[src/rtl/rcc_test_mode_seq.sv]
// Test clock/reset mux select sequencer: steps testmode and scan_mode in and
// out of scan test with functional clocks gated around every select change.
module rcc_test_mode_seq #(
    parameter int SETTLE_CYC = 8,
    parameter int CNT_W      = 8
) (
    input  logic             clk,
    input  logic             rst,
    input  logic             test_req,
    output logic             test_ack,
    output logic             testmode,
    output logic             scan_mode,
    output logic             func_clk_en,
    output logic             busy,
    output logic [2:0]       seq_state
);

    typedef enum logic [2:0] {
        IDLE   = 3'd0,
        GATE   = 3'd1,
        TMODE  = 3'd2,
        SCAN   = 3'd3,
        ACTIVE = 3'd4,
        XGATE  = 3'd5,
        XSCAN  = 3'd6,
        XTMODE = 3'd7
    } state_t;

    localparam logic [CNT_W-1:0] CNT_LOAD = CNT_W'(SETTLE_CYC - 1);
    localparam logic [CNT_W-1:0] CNT_ZERO = CNT_W'(0);
    localparam logic [CNT_W-1:0] CNT_ONE  = CNT_W'(1);

    state_t           state_r;
    state_t           next_state_s;
    logic [CNT_W-1:0] cnt_r;
    logic [CNT_W-1:0] cnt_next_s;
    logic             expired_s;
    logic [4:0]       out_r;

    // Output pattern {func_clk_en, testmode, scan_mode, test_ack, busy} per state
    function automatic logic [4:0] decode(input state_t s);
        logic [4:0] v;
        case (s)
            IDLE:    v = 5'b1_0_0_0_0;
            GATE:    v = 5'b0_0_0_0_1;
            TMODE:   v = 5'b0_1_0_0_1;
            SCAN:    v = 5'b0_1_1_0_1;
            ACTIVE:  v = 5'b1_1_1_1_0;
            XGATE:   v = 5'b0_1_1_0_1;
            XSCAN:   v = 5'b0_1_0_0_1;
            XTMODE:  v = 5'b0_0_0_0_1;
            default: v = 5'b1_0_0_0_0;
        endcase
        return v;
    endfunction

    assign expired_s = (cnt_r == CNT_ZERO);

    // Next-state and settle-counter logic
    always_comb begin
        next_state_s = state_r;
        cnt_next_s   = cnt_r;
        case (state_r)
            IDLE: begin
                if (test_req) begin
                    next_state_s = GATE;
                    cnt_next_s   = CNT_LOAD;
                end else begin
                    cnt_next_s   = CNT_ZERO;
                end
            end
            ACTIVE: begin
                if (!test_req) begin
                    next_state_s = XGATE;
                    cnt_next_s   = CNT_LOAD;
                end else begin
                    cnt_next_s   = CNT_ZERO;
                end
            end
            GATE, TMODE, XGATE, XSCAN: begin
                if (expired_s) begin
                    cnt_next_s = CNT_LOAD;
                    case (state_r)
                        GATE:    next_state_s = TMODE;
                        TMODE:   next_state_s = SCAN;
                        XGATE:   next_state_s = XSCAN;
                        XSCAN:   next_state_s = XTMODE;
                        default: next_state_s = IDLE;
                    endcase
                end else begin
                    cnt_next_s = cnt_r - CNT_ONE;
                end
            end
            SCAN, XTMODE: begin
                if (expired_s) begin
                    next_state_s = (state_r == SCAN) ? ACTIVE : IDLE;
                    cnt_next_s   = CNT_ZERO;
                end else begin
                    cnt_next_s   = cnt_r - CNT_ONE;
                end
            end
            default: begin
                next_state_s = IDLE;
                cnt_next_s   = CNT_ZERO;
            end
        endcase
    end

    // State, counter and outputs registered together so outputs never glitch
    always_ff @(posedge clk or posedge rst) begin
        if (rst) begin
            state_r <= IDLE;
            cnt_r   <= CNT_ZERO;
            out_r   <= 5'b1_0_0_0_0;
        end else begin
            state_r <= next_state_s;
            cnt_r   <= cnt_next_s;
            out_r   <= decode(next_state_s);
        end
    end

    assign func_clk_en = out_r[4];
    assign testmode    = out_r[3];
    assign scan_mode   = out_r[2];
    assign test_ack    = out_r[1];
    assign busy        = out_r[0];
    assign seq_state   = state_r;

endmodule

[config.mk]
export PLATFORM = sky130hd
export DESIGN_NAME = rcc_test_mode_seq
export DESIGN_NICKNAME = d
export VERILOG_FILES = /design/src/rtl/rcc_test_mode_seq.sv
export SDC_FILE = /design/constraint.sdc
export NUM_CORES = 1
export LEC_CHECK = 0
export ABC_AREA = 0
export ABC_CLOCK_PERIOD_IN_PS = 2450
export CAP_MARGIN = 20
export CORE_MARGIN = 4
export CORE_UTILIZATION = 40
export DETAILED_ROUTE_END_ITERATION = 7
export HOLD_SLACK_MARGIN = 0.03
export PLACE_DENSITY = 0.58
export SLEW_MARGIN = 10
export SYNTH_ARGS = -nofsm -noshare
export SYNTH_HDL_FRONTEND = slang
export SYNTH_SLANG_ARGS = --single-unit
[constraint.sdc]
create_clock -name clk -period 2.45 [get_ports clk]
set_input_delay 0.3675 -clock clk [delete_from_list [all_inputs] [get_ports clk]]
set_output_delay 0.3675 -clock clk [all_outputs]
set_load 0.03 [all_outputs]
Yosys cells after proc, flatten, opt, wreduce, memory -nomap -nowiden:

Memories as Yosys holds them, arrays and structs flattened. A register that Yosys moved wholly into a read port is not among the register bits.
Index checks and enable logic that the tools add are counted.

* word-level logic and storage cells: 27
* bits in latches: 0
* memory bits (writable): 0
* bits of input ports: 3
* bits in registers: 11
* output and inout port bits: 8
* bits in read-only memories: 40
* memories: 1

Memories
* (no name shown): depth 8, width 5, read ports 1, clocked after memory_dff 1, wr ports 0, RTL line 43 `case (s)`

* bitwise logic cells: 0
* $lt $le $gt $ge: 0
* $mul: 0
* equal/unequal tests: 7
* divide/modulo/power cells: 0
* add/sub/neg operators: 1
* shift-type cells: 0
* reductions and logical operators: 4
* mux-type cells: 12

Operators by type and width (number)
* $pmux W8 S4: 1
* $pmux W3 S4: 2
* $mux W3: 7
* $mux W8: 2
* $eq A3 B3 Y1 const B: 4
* $logic_not A8 Y1: 1
* $sub A8 B1 Y8 const B: 1
* $eq A3 B2 Y1 const B: 2
* $reduce_or A4 Y1: 1
* $eq A3 B1 Y1 const B: 1
* $logic_not A3 Y1: 1
* $reduce_or A2 Y1: 1

Logic depth before layout (Yosys ltp):

Gate-level depths: netlist of run 1.

* depth after elaboration: 4
* gate-level depth with buffers: 9

Worst setup path before layout of run 1:

Ideal clock, no wire load.

* kind: reg2reg
* start point: reg state_r[0] (netlist: seq_state[0])
* end point: reg out_r[1]
* arrival time: 2.074 ns
* data required time: 2.381 ns
* clock period less this slack: 2.143 ns
* library setup time: 0.069 ns
* cell stages (with the launch flop): 8
* setup slack: 0.307 ns
* path buffers: 0
* cell sequence: dfrtp_1 -> inv_1 -> ha_1 -> nor4_1 -> a21oi_2 -> a311o_4 -> a21o_4 -> nor2_2

* cells in the longest elaborated chain, start to end: 4
* elaborated cells on any way between the ends: 17
* classes of those cells: eq/ne: 7; mux: 7; reduce/logical: 3

RTL lines
* from (decl): RTL line 33 `state_t state_r;`
* from (signal assigned): RTL line 116 `state_r <= next_state_s;`
* $eq A3 B3 Y1 (tied with other cells): RTL line 63, 83
* $pmux W3 S4: RTL line 83 `case (state_r)`
* $mux W3: RTL line 81 `if (expired_s) begin`
* $pmux W3 S4 (*): RTL line 63 `case (state_r)`
* net next_state_s[1]: RTL line 34 `state_t next_state_s;`
* to (decl): RTL line 38 `logic [4:0] out_r;`

Mark *: on every way through the listed nets, which the timed path passes. The rest lies on a longest branch.

Worst setup path after layout of run 1:

* start point: reg state_r[1] (netlist: seq_state[1])
* end point: reg out_r[1]

The elaborated chain is that of the path after synthesis.

==> metrics.txt, run 1 <==
Clock Path Buffers=2; # IOs=11; Mapped Nets=101; reg2reg path depth=7; Worst path slowest cell=dfrtp_1; leading area contributor after synthesis=dfrtp_1; status=finished clean; global route overflow=0; Routed WL per cell=13.8 um; Tightest Hold Check Type=primary input to asynchronous set/reset pin; critical path launch point type=register; layout cell share with drive strength beyond 1=15.1%; TritonCTS Buffers=3; Final period util=87.5%; # clock sinks=16; Crit. End Element=register; CP bufs+invs=1; clk root buf=clkbuf_4; Row Count=17; Critical Path Fanout Max=7; Chip Width=56.0 um; cell with the most instances after synthesis=dfrtp_1; CTS tree=yes; #FFs+latches synth=16; top cells by count, synth=dfrtp_1, inv_1, nor2_1, nand2_1, o21ai_0; Post-synth EDFFs=0; Levels on crit path=7; Hold Buf Count CTS=0; ys async rst share=100%; Setup Fix Bufs, Post-CTS=0; Vert. Die Dim=56.0 um; WP data arrival=2.36 ns; leading post-synthesis cells by cell area=dfrtp_1, ha_1, inv_1; post-layout minimum cycle time=2.14 ns; Initial Utilization=41.7%; final cell count without fillers=134; dpl hpwl=1380 um; initial antenna violation count=0; post-synth top area share=40.7%; n_diodes=0; post-synthesis sequential area ratio=43.6%; htree depth=1; # DRC=0; Final nets=115; final setup fails=0; core area=2210 um2; max cap viols=0; path type of the worst setup path=register to register; Final ANT Viol Nets=0; yosys warns=0; GP Congestion=0.879; via count=725; RSZ-0062 raised after global routing=no; fin. max-slew vios=0; average cell area after synthesis=9.92 um2; Clock Skews=0.00410 ns; Mapped Cells=93; Inst Count DP=130; Via density=5.41; Synth Flop Type=dfrtp_1; number of fill cells=221; 1st-pass router iterations=4; Final Hold Viols=0; vias in the first global route=703; setup TNS=0 ns; Mapped Area=922 um2; max incr delay on CP=0.47 ns; area delta synth->final=18.0%; Max-slew headroom=60.1%; fmax=467 MHz; final WL=1850 um; largest net degree at the start of global routing=17; library cells used by synthesis=36; cell family with most CP delay=compound AO/OA/AOI/OAI gates; CP cell instances=inv_1 > ha_1 > nor4_1 > a21oi_2 > a311o_4 > a21o_4 > nor2_2; Worst EP required=2.67 ns; actual slew at the worst max-slew pin=0.597 ns; Die Area=3140 um2; number of I/O port buffers=10; Iteration-0 DRC Markers=19; # resized after CTS=0; worst-skew pair later-pin latency=0.28 ns; Tot GR Track Use=12.5%; global-route wire length before repair=3100 um; Reg clk slew, reported paths=0.09 ns
-- worst register-to-register path: cells and delay by family (launching register included) --
kind	cells	cell delay (ns)
AOI/OAI and AO/OA	3	0.75
adders and majority gates	1	0.39
buffers and inverters	1	0.13
DFF	1	0.47
and+or+nand+nor	2	0.35
-- stage by stage --
step	instance area [um2]	hold slack (ns)	worst slack, ns	util, %
floorplan	922	0.281	0.307	-
global placement	1050	0.560	0.316	47.6
detailed placement	1050	0.556	0.331	47.6
CTS	1090	0.472	0.307	49.2
global route	1090	0.489	0.137	49.2
finish	1090	0.446	0.307	49.2
-- flip-flops by register name, summed over array words and instances, names as in the netlist --
name and flops:
seq_state 3, out_r 5, cnt_r 8
-- worst paths after layout --
path | start | to | slack (ns)
max | seq_state[1] | out_r[1] | 0.31
min | rst | cnt_r[5] | 0.45
max reg2reg | seq_state[1] | out_r[1] | 0.31
min reg2reg | cnt_r[7] | cnt_r[7] | 0.57
max in group asynchronous | rst | seq_state[1] | 1.62
min in group clk | cnt_r[7] | cnt_r[7] | 0.57
-- cell families (layout without fill, tap and decap cells) --
kind of cell | count (synthesis) | after routing | share of synthesized area, %
AO/OA/AOI/OAI | 25 | 25 | 20.6
buffers and inverters | 10 | 23 | 4.21
AND/OR/NAND/NOR | 33 | 33 | 21.0
flip-flops | 16 | 16 | 43.6
XOR/XNOR | 4 | 4 | 3.80
adder cells (fa/ha/maj) | 5 | 5 | 6.78
-- cell usage in the layout, fill, tap and decap left out, types with 2 or more instances in the layout --
master           Yosys  routed
dfrtp_1             15      15
nor2b_1              2       2
inv_1                9       9
a21oi_2              2       2
nand3b_1             2       2
o31a_1               2       2
clkdlybuf4s50_1      0      10
o21ai_0              6       6
ha_1                 5       5
nor4b_2              2       2
nand2_1              7       7
nor3_1               2       2
clkbuf_4             0       3
nor2_1               8       8
a21oi_1              4       4
nor4_1               2       2
xnor2_1              3       3
or3_1                2       2
-- layer usage --
layer  GRT usage [%]  vias to the layer above  share of wire, %
met5               0                        -                 0
met4            4.07                        0               1.2
met3            4.18                        4               3.7
met2            19.9                       18                48
met1            15.8                      347                47
li1                -                      356                 -
-- layout make-up --
class / instances / area (um2) / share of cell area, %
tap: 28 / 35.0 / 3.22
multi-input combinational: 67 / 482 / 44.3
inverter: 9 / 33.8 / 3.10
clock buffer: 4 / 36.3 / 3.33
timing repair buffer: 10 / 100 / 9.20
sequential: 16 / 402 / 36.9
Power of run 1 is not shown: default switching activity piles up to over one toggle a cycle in this logic, so the estimate is an artifact.
==> run 2, diff against run 1 <==
--- a/config.mk
+++ b/config.mk
@@ -5,11 +5,12 @@
 export SDC_FILE = /design/constraint.sdc
 export NUM_CORES = 1
 export LEC_CHECK = 0
-export ABC_AREA = 0
-export ABC_CLOCK_PERIOD_IN_PS = 2450
+export ABC_AREA = 1
+export ABC_CLOCK_PERIOD_IN_PS = 2700
 export CAP_MARGIN = 20
 export CORE_MARGIN = 4
 export CORE_UTILIZATION = 40
+export CTS_CLUSTER_DIAMETER = 50
 export DETAILED_ROUTE_END_ITERATION = 7
 export HOLD_SLACK_MARGIN = 0.03
 export PLACE_DENSITY = 0.58
==> constraint.sdc (replaced) <==
create_clock -name clk -period 2.7 [get_ports clk]
set_input_delay 0.405 -clock clk [delete_from_list [all_inputs] [get_ports clk]]
set_output_delay 0.405 -clock clk [all_outputs]
set_load 0.03 [all_outputs]
==> run 2 against run 1 <==
- global-route usage shrank 0.28 points
- count of clock-buffer cells in the layout unchanged
- setup slack improved by 0.53 ns
- sequential cell count unchanged
- critical endpoint is now func_clk_en
- first-iteration DRC count decreased by 74%
- utilization rose by 0.34 points
- clock skew is 0.0030 ns lower
- worst hold slack better by 0.043 ns
- synthesized cell count up 20%
- final area rose by 0.69%
- register-to-register slack better by 0.62 ns
==> metrics.txt, run 2 <==
status=finished clean; post-layout minimum cycle time=1.86 ns; clock share of power=10.5%; TritonCTS Buffers=3; global-route wire length before repair=3010 um; Synth Flop Type=dfrtp_1; Post-DP Area=1060 um2; htree depth=1; RSZ-0062 raised after global routing=no; area delta synth->final=18.5%; path type of the worst setup path=register to output port; Pleak=0.000542 uW; Synth Area in Compound Gates=6.09%; Chip Width=56.1 um; leading post-synthesis cells by cell area=dfrtp_1, nand2_1, inv_1; final WL=1640 um; global route overflow=0; top cells by count, synth=nand2_1, inv_1, dfrtp_1, nor2_1, nor2_2; dpl hpwl=1280 um; Via density=4.66; setup TNS=0 ns; CP bufs+invs=1; Critical Path Fanout Max=1; Crit. End Element=output port; Final period util=69.0%; Routed WL per cell=10.7 um; Synth Area in Simple Gates=31.3%; CP cell instances=clkdlybuf4s50_1; CTS tree=yes; Final Hold Viols=0; fmax=536 MHz; Max-slew headroom=59.3%; Final nets=135; # DRC=0; post-synth top area share=40.6%; post-synthesis mux area share=0%; final cell count without fillers=154; Clock Skews=0.00113 ns; Comb power frac=62.5%; fin. max-slew vios=0; final setup fails=0; Tot GR Track Use=12.2%; WP data arrival=1.46 ns; Net Sw Frac=49.4%; Die Area=3140 um2; Worst VDD drop=595 uV; Iteration-0 DRC Markers=5; actual slew at the worst max-slew pin=0.611 ns; ys async rst share=100%; via count=717; Tightest Hold Check Type=primary input to asynchronous set/reset pin; layout cell share with drive strength beyond 1=20.6%; reg2reg path depth=10; critical path launch point type=register; # clock sinks=16; cell with the most instances after synthesis=nand2_1; Reg with most FFs=cnt_r; Synth Area in XOR/XNOR=4.74%; n_diodes=0; average cell area after synthesis=8.26 um2; cell family with most CP delay=buffers and inverters; max reg flops=8; Inst Count DP=150; clk root buf=clkbuf_4; Mapped Area=925 um2; Reg clk slew, reported paths=0.09 ns; Vert. Die Dim=56.1 um; Row Count=17; Mapped Nets=120; largest family of logic cells by synthesized area=simple AND/OR/NAND/NOR gates; PwrDens=1350 nW/um2; internal power=751 uW; Worst EP required=2.30 ns; Post-synth EDFFs=0; most frequent cells in the layout=nand2_1, inv_1, nor2_1, dfrtp_1, clkdlybuf4s50_1; adder-cell share of the synthesized area=6.77%; Initial Utilization=41.8%; initial antenna violation count=0; max cap viols=0; Sequential Power Share=27.0%; most common cell after layout, fill and taps aside=nand2_1; GP Congestion=0.775; switching power=734 uW; Setup Fix Bufs, Post-CTS=0; Clock Path Buffers=2; core area=2210 um2; #FFs+latches synth=16; post-synthesis sequential area ratio=43.4%; leading area contributor after synthesis=dfrtp_1; 1st-pass router iterations=4; # IOs=11; # resized after CTS=0; Worst path slowest cell=clkdlybuf4s50_1; worst-skew pair later-pin latency=0.28 ns; library cells used by synthesis=21; number of I/O port buffers=10; Design Area, Final=1100 um2; Mapped Cells=112; Levels on crit path=1; Final ANT Viol Nets=0; vias in the first global route=704; largest net degree at the start of global routing=17; max incr delay on CP=0.66 ns; Hold Buf Count CTS=0; yosys warns=0
-- run 2: cell count changes in the layout (fill, tap and decap cells not counted), moves of 3 or more --
cell,previous run,this run
nor2_2,1,8
nand2_2,0,3
nand3_1,1,6
o21ai_2,0,3
nor2_1,8,15
inv_1,9,17
nand2_1,7,18
-- run 2: path summary, 6_finish.rpt --
| check | start | to | slack [ns] |
|---|---|---|---|
| min | rst | cnt_r[5] | 0.49 |
| max | out_r[4] | func_clk_en | 0.84 |
| max in group asynchronous | rst | seq_state[2] | 1.82 |
| min reg2reg | cnt_r[7] | cnt_r[7] | 0.57 |
| max reg2reg | seq_state[0] | out_r[0] | 0.93 |
| min in group clk | cnt_r[7] | cnt_r[7] | 0.57 |
-- run 2: per-stage QoR --
step                utilization, %  hold WS (ns)  worst slack [ns]  total power (uW)
finish                        49.5         0.489             0.836              1480
CTS                           49.5         0.506             0.818              1490
floorplan                        -         0.318             0.929              1110
global route                  49.5         0.540             0.728              1640
global placement              47.9         0.559             0.935              1330
detailed placement            47.9         0.555             0.966              1330
-- run 2: power groups by stage --
stage | Clock, uW | Combinational [uW] | Sequential (uW)
3_3_place_gp | 0 | 926 | 406
2_1_floorplan | 0 | 618 | 489
3_5_place_dp | 0 | 924 | 407
4_1_cts | 163 | 929 | 403
5_1_grt | 177 | 1040 | 418
6_report | 156 | 928 | 401
-- run 2: final cells by class --
type	count	area (um2)
Fill cell	228	1120
Multi-Input combinational cell	77	452
Sequential cell	16	402
Timing Repair Buffer	10	100
Inverter	19	71.3
Clock buffer	4	36.3
Tap cell	28	35.0
-- run 2: cells by family (layout without fill, tap and decap cells) --
group | after synthesis | after routing
xor gates and xnor gates | 5 | 5
AOI/OAI and AO/OA | 9 | 9
and+or+nand+nor | 58 | 58
adders and majority gates | 5 | 5
DFF | 16 | 16
buffers and inverters | 19 | 33
-- run 2: metal layers --
layer	share of wire [%]	GRT usage [%]	routed length [um]	vias up
met1	47	15.1	778	322
li1	-	-	-	368
met5	0	0	0	-
met2	47	20.0	768	21
met4	1.4	2.03	23	0
met3	4.5	5.10	74	6
(Power assumes the default switching activity.)
